[src/rtl/addsub_serial.sv]
// ============================================================================
// Module   : addsub_serial
// Purpose  : Multi-cycle add/subtract unit, CHUNK bits per clock, LSB chunk
//            first, with carry/overflow/zero/negative flags and valid/ready
//            handshakes. Optional macro ADDSUB_SAT_EN enables signed saturation.
// Revision : 1.0 - initial release
// ============================================================================
`default_nettype none

module addsub_serial #(
    parameter int WIDTH = 32,
    parameter int CHUNK = 8
) (
    input  logic             clk,
    input  logic             reset,
    input  logic             in_valid,
    output logic             in_ready,
    input  logic [WIDTH-1:0] a,
    input  logic [WIDTH-1:0] b,
    input  logic             sub,
    output logic             out_valid,
    input  logic             out_ready,
    output logic [WIDTH-1:0] c,
    output logic             carry,
    output logic             overflow,
    output logic             zero,
    output logic             negative
);

    localparam int N    = WIDTH / CHUNK;
    localparam int IDXW = (N > 1) ? $clog2(N) : 1;

    localparam logic [IDXW-1:0]  c_LAST = IDXW'(N - 1);
`ifdef ADDSUB_SAT_EN
    localparam logic [WIDTH-1:0] c_SAT_MIN = {1'b1, {(WIDTH-1){1'b0}}};
    localparam logic [WIDTH-1:0] c_SAT_MAX = {1'b0, {(WIDTH-1){1'b1}}};
`endif

    typedef enum logic [1:0] {
        IDLE = 2'd0,
        RUN  = 2'd1,
        DONE = 2'd2
    } state_t;

    state_t            r_state;
    logic [WIDTH-1:0]  r_a;
    logic [WIDTH-1:0]  r_b;
    logic [WIDTH-1:0]  r_c;
    logic              r_carry;
    logic [IDXW-1:0]   r_idx;
    logic              r_in_ready;
    logic              r_out_valid;
    logic              r_carry_f;
    logic              r_ovf;
    logic              r_zero;
    logic              r_neg;

    logic [CHUNK:0]    w_sum;
    logic [WIDTH-1:0]  w_c_full;
    logic [WIDTH-1:0]  w_c_final;
    logic              w_ovf;

    // r_b already holds ~b for subtraction and r_carry starts at 1, so this
    // single adder covers both a + b and a + ~b + 1.
    always_comb begin
        w_sum    = {1'b0, r_a[int'(r_idx) * CHUNK +: CHUNK]}
                 + {1'b0, r_b[int'(r_idx) * CHUNK +: CHUNK]}
                 + {{CHUNK{1'b0}}, r_carry};
        w_c_full = r_c;
        w_c_full[int'(r_idx) * CHUNK +: CHUNK] = w_sum[CHUNK-1:0];
        w_ovf    = (r_a[WIDTH-1] == r_b[WIDTH-1]) &&
                   (w_c_full[WIDTH-1] != r_a[WIDTH-1]);
`ifdef ADDSUB_SAT_EN
        w_c_final = w_ovf ? (r_a[WIDTH-1] ? c_SAT_MIN : c_SAT_MAX) : w_c_full;
`else
        w_c_final = w_c_full;
`endif
    end

    always_ff @(posedge clk) begin
        if (reset) begin
            r_state     <= IDLE;
            r_a         <= '0;
            r_b         <= '0;
            r_c         <= '0;
            r_carry     <= 1'b0;
            r_idx       <= '0;
            r_in_ready  <= 1'b1;
            r_out_valid <= 1'b0;
            r_carry_f   <= 1'b0;
            r_ovf       <= 1'b0;
            r_zero      <= 1'b0;
            r_neg       <= 1'b0;
        end else begin
            case (r_state)
                IDLE: begin
                    if (in_valid) begin
                        r_a        <= a;
                        r_b        <= sub ? ~b : b;
                        r_carry    <= sub;
                        r_idx      <= '0;
                        r_in_ready <= 1'b0;
                        r_state    <= RUN;
                    end
                end
                RUN: begin
                    r_carry <= w_sum[CHUNK];
                    r_idx   <= r_idx + 1'b1;
                    if (r_idx == c_LAST) begin
                        r_c         <= w_c_final;
                        r_carry_f   <= w_sum[CHUNK];
                        r_ovf       <= w_ovf;
                        r_zero      <= (w_c_final == '0);
                        r_neg       <= w_c_final[WIDTH-1];
                        r_out_valid <= 1'b1;
                        r_state     <= DONE;
                    end else begin
                        r_c <= w_c_full;
                    end
                end
                DONE: begin
                    if (out_ready) begin
                        r_out_valid <= 1'b0;
                        r_in_ready  <= 1'b1;
                        r_state     <= IDLE;
                    end
                end
                default: begin
                    r_out_valid <= 1'b0;
                    r_in_ready  <= 1'b1;
                    r_state     <= IDLE;
                end
            endcase
        end
    end

    assign in_ready  = r_in_ready;
    assign out_valid = r_out_valid;
    assign c         = r_c;
    assign carry     = r_carry_f;
    assign overflow  = r_ovf;
    assign zero      = r_zero;
    assign negative  = r_neg;

endmodule

`default_nettype wire

[config.mk]
export PLATFORM = sky130hd
export DESIGN_NAME = addsub_serial
export DESIGN_NICKNAME = d
export VERILOG_FILES = /design/src/rtl/addsub_serial.sv
export SDC_FILE = /design/constraint.sdc
export NUM_CORES = 1
export LEC_CHECK = 0
export ABC_CLOCK_PERIOD_IN_PS = 5380
export BUFFER_PORTS_ARGS = -buffer_cell sky130_fd_sc_hd__buf_2
export CAP_MARGIN = 20
export CORE_MARGIN = 1
export CORE_UTILIZATION = 45
export CTS_CLUSTER_DIAMETER = 150
export DETAILED_ROUTE_END_ITERATION = 8
export GPL_TIMING_DRIVEN = 0
export HOLD_SLACK_MARGIN = 0.03
export PLACE_DENSITY = 0.7
export SLEW_MARGIN = 20
export SYNTH_ARGS = -nofsm -noshare
export SYNTH_HDL_FRONTEND = slang
export SYNTH_SLANG_ARGS = --single-unit
[constraint.sdc]
create_clock -name clk -period 5.38 [get_ports clk]
set_input_delay 1.076 -clock clk [delete_from_list [all_inputs] [get_ports clk]]
set_output_delay 1.076 -clock clk [all_outputs]
set_load 0.1 [all_outputs]
# ---- Yosys cells after proc, flatten, opt, wreduce, memory -nomap -nowiden
# Index checks and enable logic that the tools add are counted.
dict set report totals {
  ff_bits 107
  latch_bits 0
  ramBits 0
  romBits 0
  in_bits 69
  output_inout_bits 38
  word_cells 57
  n_memories 0
}
dict set report classes {
  add_sub_neg 4
  n_mul 0
  div 0
  order_cmp 0
  eq_ne 8
  n_shift 4
  muxes 16
  n_bitwise 3
  n_reduce_logical 10
}
# operator n
set op_table {}
lappend op_table {{indexed part select 32 x 6 -> 8 bit} 2}
lappend op_table {{negation 5 -> 33 bit} 1}
lappend op_table {{variable shift 8 x 33 -> 32 bit (first input constant)} 1}
lappend op_table {{indexed part select 8 x 33 -> 32 bit} 1}
lappend op_table {{bitwise mux 32 bit} 1}
lappend op_table {{logical NOT 32 bit} 1}
lappend op_table {{2-to-1 mux 32 bit} 1}
lappend op_table {{inverter 32 bit} 1}
lappend op_table {{adder 8 x 8 -> 9 bit} 1}
lappend op_table {{adder 9 x 1 -> 9 bit} 1}
lappend op_table {{AND reduction 3 bit} 3}
lappend op_table {{2-to-1 mux 2 bit} 4}
lappend op_table {{inequality test 2 bit (second input constant)} 3}
lappend op_table {{one-hot mux 1 bit (3 select lines)} 2}
lappend op_table {{one-hot mux 2 bit (3 select lines)} 1}
lappend op_table {{AND reduction 2 bit} 3}
lappend op_table {{2-to-1 mux 1 bit} 5}
lappend op_table {{== test 2 bit (second input constant)} 2}
lappend op_table {{one-hot mux 2 bit (2 select lines)} 1}
lappend op_table {{adder 2 x 1 -> 2 bit (second input constant)} 1}
lappend op_table {{== test 2 x 1 -> 1 bit (second input constant)} 1}
lappend op_table {{logical NOT 2 bit} 1}
lappend op_table {{inverter 1 bit} 2}
lappend op_table {{one-hot mux 1 bit (2 select lines)} 1}
lappend op_table {{4 further kinds} 4}

# ---- Depth between registers and ports, before layout
dict set report logic_depth {
  word_depth 7
  depth_mapped 13
  depth_no_buf 10
}

# ---- Worst setup path before layout
# OpenSTA, ideal clock, no wires.
dict set report synth_path {
  path_type {register -> register}
  startpoint {register r_idx[0]}
  endpoint {register r_zero, in the netlist zero}
  setup_ns 0.119
  arrival_ns 3.098
  required_time_ns 5.261
  slack_ns 2.163
  stages_incl_launch_ff 14
  n_path_buf 3
  period_less_slack_ns 3.217
  cell_sequence {dfxtp_1 -> buf_2 -> buf_2 -> buf_2 -> mux4_2 -> fa_1 -> inv_1 -> fa_1 -> nand2b_1 -> a211oi_2 -> o311a_1 -> nor3_1 -> nor4b_2 -> o221a_1}
}
dict set report synth_via {
  elab_chain_cells 6
  word_cells_on_any_way 11
  cone_classes {add/sub (3); eq/ne (1); shift (4); mux (1); reduce/logical (2)}
}
# item line
set synth_lines {}
lappend synth_lines {{from (decl)} 50} ;# logic [IDXW-1:0] r_idx;
lappend synth_lines {{from (signal assigned)} 108} ;# r_idx <= r_idx + 1'b1;
lappend synth_lines {{indexed part select 32 x 6 -> 8 bit, on equally long branches} {66, 67}}
lappend synth_lines {{adder 8 x 8 -> 9 bit} 67} ;# + {1'b0, r_b[int'(r_idx) * CHUNK +: CHUNK]}
lappend synth_lines {{adder 9 x 1 -> 9 bit} 68} ;# + {{CHUNK{1'b0}}, r_carry};
lappend synth_lines {{indexed part select 8 x 33 -> 32 bit} 70} ;# w_c_full[int'(r_idx) * CHUNK +: CHUNK] = w_sum[CHUNK-1:0];
lappend synth_lines {{bitwise mux 32 bit} 70}
lappend synth_lines {{logical NOT 32 bit} 113} ;# r_zero <= (w_c_final == '0);
lappend synth_lines {{to (signal assigned)} 113}
lappend synth_lines {{to (decl)} 55} ;# logic r_zero;
# Parallel ways exist; a longest one is shown, timed or not.
# A chain may end at the register's enable or synchronous reset.

# ---- Worst setup path after layout
# Same ends and word-level chain as after synthesis.

==> reports/metrics.sh <==
RESULT_OF_THE_RUN='completed'
SYNTHXORXNORAREAFRAC_PCT=6.35
PERIOD_MINUS_SLACK_NS=4.00
WORST_PIN_SLEW_NS=0.886
DETAIL-ROUTE-ANTENNA-NETS=0
POST-SYNTH-TOP-AREA-CELL='sky130_fd_sc_hd__dfxtp_1'
VIA_PER_INST=5.57
SYNTH_TOP_CELLS_BY_COUNT='sky130_fd_sc_hd__dfxtp_1, sky130_fd_sc_hd__nor2_1, sky130_fd_sc_hd__nand2_1, sky130_fd_sc_hd__a21oi_1, sky130_fd_sc_hd__xnor2_1'
DRC=0
FIN_NETS=774
GRT_SETUP_UNREPAIRED='false'
WORST-R2R-SETUP-SLACK_NS=1.38
DESIGN.CORE.AREA_UM2=10900
SYNTH_TOP_AREA_SHARE_PCT=42.0
FLOORPLAN.INITIALDENSITY_PCT=46.7
MIN-DELAY-PATH-CLASS='flip-flop to flip-flop'
HOLD_PATH.STARTPOINT='r_a[27]'
FMAX_MHz=250
SYNTH-EDFF-COUNT=0
SYNTH_SIMPLE_GATE_AREA_SHARE_PCT=18.4
WL_PER_CELL_UM=16.6
HTREE_LEVELS=3
CTS_SETUP_BUFFERS=0
FLOORPLAN.DIE.HEIGHT_UM=108
CRITICAL-PATH-TOP-CELL-BY-COUNT='sky130_fd_sc_hd__buf_2'
DIEAREA_UM2=11800
RR_WORST_DEPTH=13
CTS_NUM_SINKS=107
SYNTH-ADDER-AREA-SHARE_PCT=3.97
TRITONCTS='yes'
FIRST_PASS_GRT_WIRE_LENGTH_UM=21500
POST_SYNTH_MUX_AREA_SHARE_PCT=7.48
SYNTH-COMPOUND-AREA-SHARE_PCT=18.0
FRACTION_OF_REGISTERS_WITH_ASYNC_SET_RESET_PCT=0
YOSYS_REGISTER_BITS=107
PORT_BUFFERS=104
GR_UTIL_ALL_LAYERS_PCT=24.3
SYNTHCELLS=575
NUM-FILL-CELLS=1059
NUM_ANTENNA_CELLS=0
CLK_SLEW_ON_WORST_S_H_PATHS_NS=0.07
WORST_CLOCK_SKEW_NS=0.00937
MAXCAPVIOLCOUNT=0
FIRST_GLOBAL_VIAS=4289
POST_CTS_HOLD_BUFFER_COUNT=0
DP.FINAL_HPWL_UM=10300
FINAL.SETUP.TNS_NS=0
TIMING.FINAL.MAX_SLEW_VIOLATIONS=0
FINALSETUPVIOLCOUNT=0
CRITICAL_PATH.REG2REG.ENDPOINT='zero'
WORST_SLEW_MARGIN_REL_PCT=40.5
FINAL_PERIOD_UTILIZATION_PCT=74.4
YS_DOMINANT_REG_CELL='sky130_fd_sc_hd__dfxtp_1'
CLOCK_LATENCY_NS=0.35
STARTPOINT_TYPE='flip-flop'
CLOCK_TREE.ROOT_CELL='sky130_fd_sc_hd__clkbuf_16'
SYNTHTOPCELLSBYAREA='sky130_fd_sc_hd__dfxtp_1, sky130_fd_sc_hd__mux4_2, sky130_fd_sc_hd__nor2_1, sky130_fd_sc_hd__xnor2_1, sky130_fd_sc_hd__nand2_1'
SYNTH.CELL_AREA_UM2=5100
REGTOREGSTARTPOINT='r_idx[0]'
P_PER_AREA_nW_PER_UM2=312
WORST-ENDPOINT-ARRIVAL_NS=4.24
SEQCELLAREA_UM2=2140
SHARE_OF_SYNTHESIZED_AREA_OCCUPIED_BY_FLIP_FLOPS_AND_LATCHES_PCT=42.0
CRITICAL-PATH-SLOWEST-CELL='sky130_fd_sc_hd__xnor2_1'
DELAY_HEAVIEST_FAMILY_CP='buffers and inverters'
HOLD_DEPTH=2
POWER.STATIC_LEAKAGE_nW=2.43
SYNTH_TOP_FAMILY_BY_AREA='simple AND/OR/NAND/NOR gates'
CTS-RESIZED-GATES=0
WORST_IR_DROP_VDD_mV=0.149
DIE_WIDTH_UM=108
DRT-INITIAL-DRC-COUNT=318
SYNTHDISTINCTLIBCELLS=50
ANTENNA_FOUND_INITIAL=0
CRITICAL_PATH.CELL_CHAIN='buf_2 -> buf_2 -> buf_2 -> mux4_2 -> fa_1 -> inv_1 -> fa_1 -> nand2b_1 -> a21oi_1 -> xnor2_1 -> o21ai_0 -> nor4b_2 -> o221a_1'
BOUNDARYPINS=107
POST_SYNTHESIS_AVERAGE_CELL_AREA_UM2=8.87
YS.WARNINGS.COUNT=0
ROUTE.VIAS.TOTAL=4650
HOLDPATHEND='r_a[27]'
TRITONCTS.NUM_BUFFERS=9
TIMING.CRITICAL_PATH.BUF_INV=4
CRITICALPATHCATEGORY='flip-flop to flip-flop'
GLOBALROUTE.TOTALOVERFLOW=0
POST_ROUTE_CELLS_DRIVE_ABOVE_1_SHARE_PCT=22.3
PLACEMENT_ROWS=38
FINAL_HOLD_VIOL_COUNT=0
MULTI_INPUT_GATE_AREA_UM2=2770
CRITICAL_PATH.MAX_STAGE_DELAY_NS=0.60
CRITICAL_PATH_CAPTURE_POINT_TYPE='flip-flop'
HOLD-WORST-SLACK_NS=0.457
SYNTH.MOST_COMMON_CELL='sky130_fd_sc_hd__dfxtp_1'
POSTROUTEWIRELENGTH_UM=13800
CTS_MAX_PATH_BUFFERS=2
REQUIRED_TIME_OF_THE_CRITICAL_PATH_NS=5.61
GRT_START_MAX_NET_PINS=17
AREA_GROWTH_SYN_TO_LAYOUT_PCT=19.4
SYNTH_FP_NETS=659
DRT_FIRST_PASS_ITERS=5
FINALWEIGHTEDCONGESTION=0.889
CRIT_PATH_MAX_FANOUT=10
-- tightest hold or removal path: stages (launching register included) --
cell and delay, ns:
sky130_fd_sc_hd__dfxtp_1 0.31, sky130_fd_sc_hd__nand2_1 0.05, sky130_fd_sc_hd__a21oi_1 0.05
-- registers in the layout, summed over array words and instances, names as in the netlist --
name and cells:
r_state 2, c 32, r_b 32, zero 1, r_carry 1, carry 1, r_idx 2, in_ready 1
negative 1, overflow 1, out_valid 1, r_a 32
-- metal layers --
| layer | GRT usage [%] | wire, um | vias up | share of wire [%] |
|---|---|---|---|---|
| li1 | - | - | 2253 | - |
| met4 | 8.59 | 250 | 0 | 1.8 |
| met1 | 31.4 | 6120 | 2205 | 44 |
| met3 | 3.68 | 723 | 25 | 5.2 |
| met5 | 0 | 0 | - | 0 |
| met2 | 41.0 | 6750 | 167 | 49 |
-- cell type report --
cell class                      count  share of cell area (%)
Inverter                           11                   0.678
Buffer                             37                    2.48
Clock buffer                       11                    3.98
Sequential cell                   107                    35.2
Timing Repair Buffer              104                    8.54
Multi-Input combinational cell    420                    45.4
Clock inverter                      5                   0.862
Tap cell                          140                    2.87
-- worst max-delay path by stage --
stage / startpoint / end / slack (ns) / cells after the start
6_report: r_idx[0] / zero / 1.38 / 13
2_1_floorplan: r_idx[0] / zero / 2.16 / 13
3_5_place_dp: r_idx[0] / zero / 1.45 / 13
4_1_cts: r_idx[0] / zero / 1.43 / 13
3_3_place_gp: r_idx[0] / zero / 1.51 / 13
5_1_grt: r_idx[0] / zero / 1.20 / 13
-- cells by family (layout without fill, tap and decap cells) --
family                     Yosys count  after routing
AOI/OAI and AO/OA                  139            139
adders and majority gates           15             15
muxes                               18             18
and+or+nand+nor                    211            211
buffers and inverters               48            168
DFF                                107            107
xor gates and xnor gates            37             37
-- power breakdown --
| group | switching, mW | leakage [nW] | internal (mW) |
|---|---|---|---|
| Clock | 0.287 | 0.145 | 0.371 |
| Combinational | 0.239 | 1.41 | 0.139 |
| Sequential | 0.0271 | 0.876 | 0.835 |
-- placed cells by master (no fill, tap or decap), types with 3 or more instances in the layout --
cell                        instances
sky130_fd_sc_hd__nor3_1             8
sky130_fd_sc_hd__or2_2              3
sky130_fd_sc_hd__xnor2_1           35
sky130_fd_sc_hd__nand2b_1           7
sky130_fd_sc_hd__nand2_1           77
sky130_fd_sc_hd__ha_1              13
sky130_fd_sc_hd__clkbuf_1          27
sky130_fd_sc_hd__mux4_2            16
sky130_fd_sc_hd__o21bai_1           3
sky130_fd_sc_hd__inv_1             10
sky130_fd_sc_hd__nand3b_1           3
sky130_fd_sc_hd__a211oi_1          34
sky130_fd_sc_hd__buf_1              3
sky130_fd_sc_hd__nor2_1            88
sky130_fd_sc_hd__a21oi_1           46
sky130_fd_sc_hd__dfxtp_1          107
sky130_fd_sc_hd__buf_2            111
sky130_fd_sc_hd__nor4_1             7
sky130_fd_sc_hd__clkinv_2           3
sky130_fd_sc_hd__a22oi_1           33
sky130_fd_sc_hd__nand3_1            3
sky130_fd_sc_hd__o21ai_0           11
sky130_fd_sc_hd__clkbuf_16          9
-- through the flow --
step | setup slack, ns | area, um^2 | power (mW) | utilization [%] | cells
global placement | 1.51 | 5800 | 1.25 | 53.0 | 819
detailed placement | 1.45 | 5800 | 1.25 | 53.0 | 819
global route | 1.20 | 6090 | 1.98 | 55.7 | 835
finish | 1.38 | 6090 | 1.90 | 55.7 | 835
CTS | 1.43 | 6090 | 1.90 | 55.7 | 835
floorplan | 2.16 | 5100 | 1.14 | - | 575
Note: power is estimated with default switching activity, not from simulation.
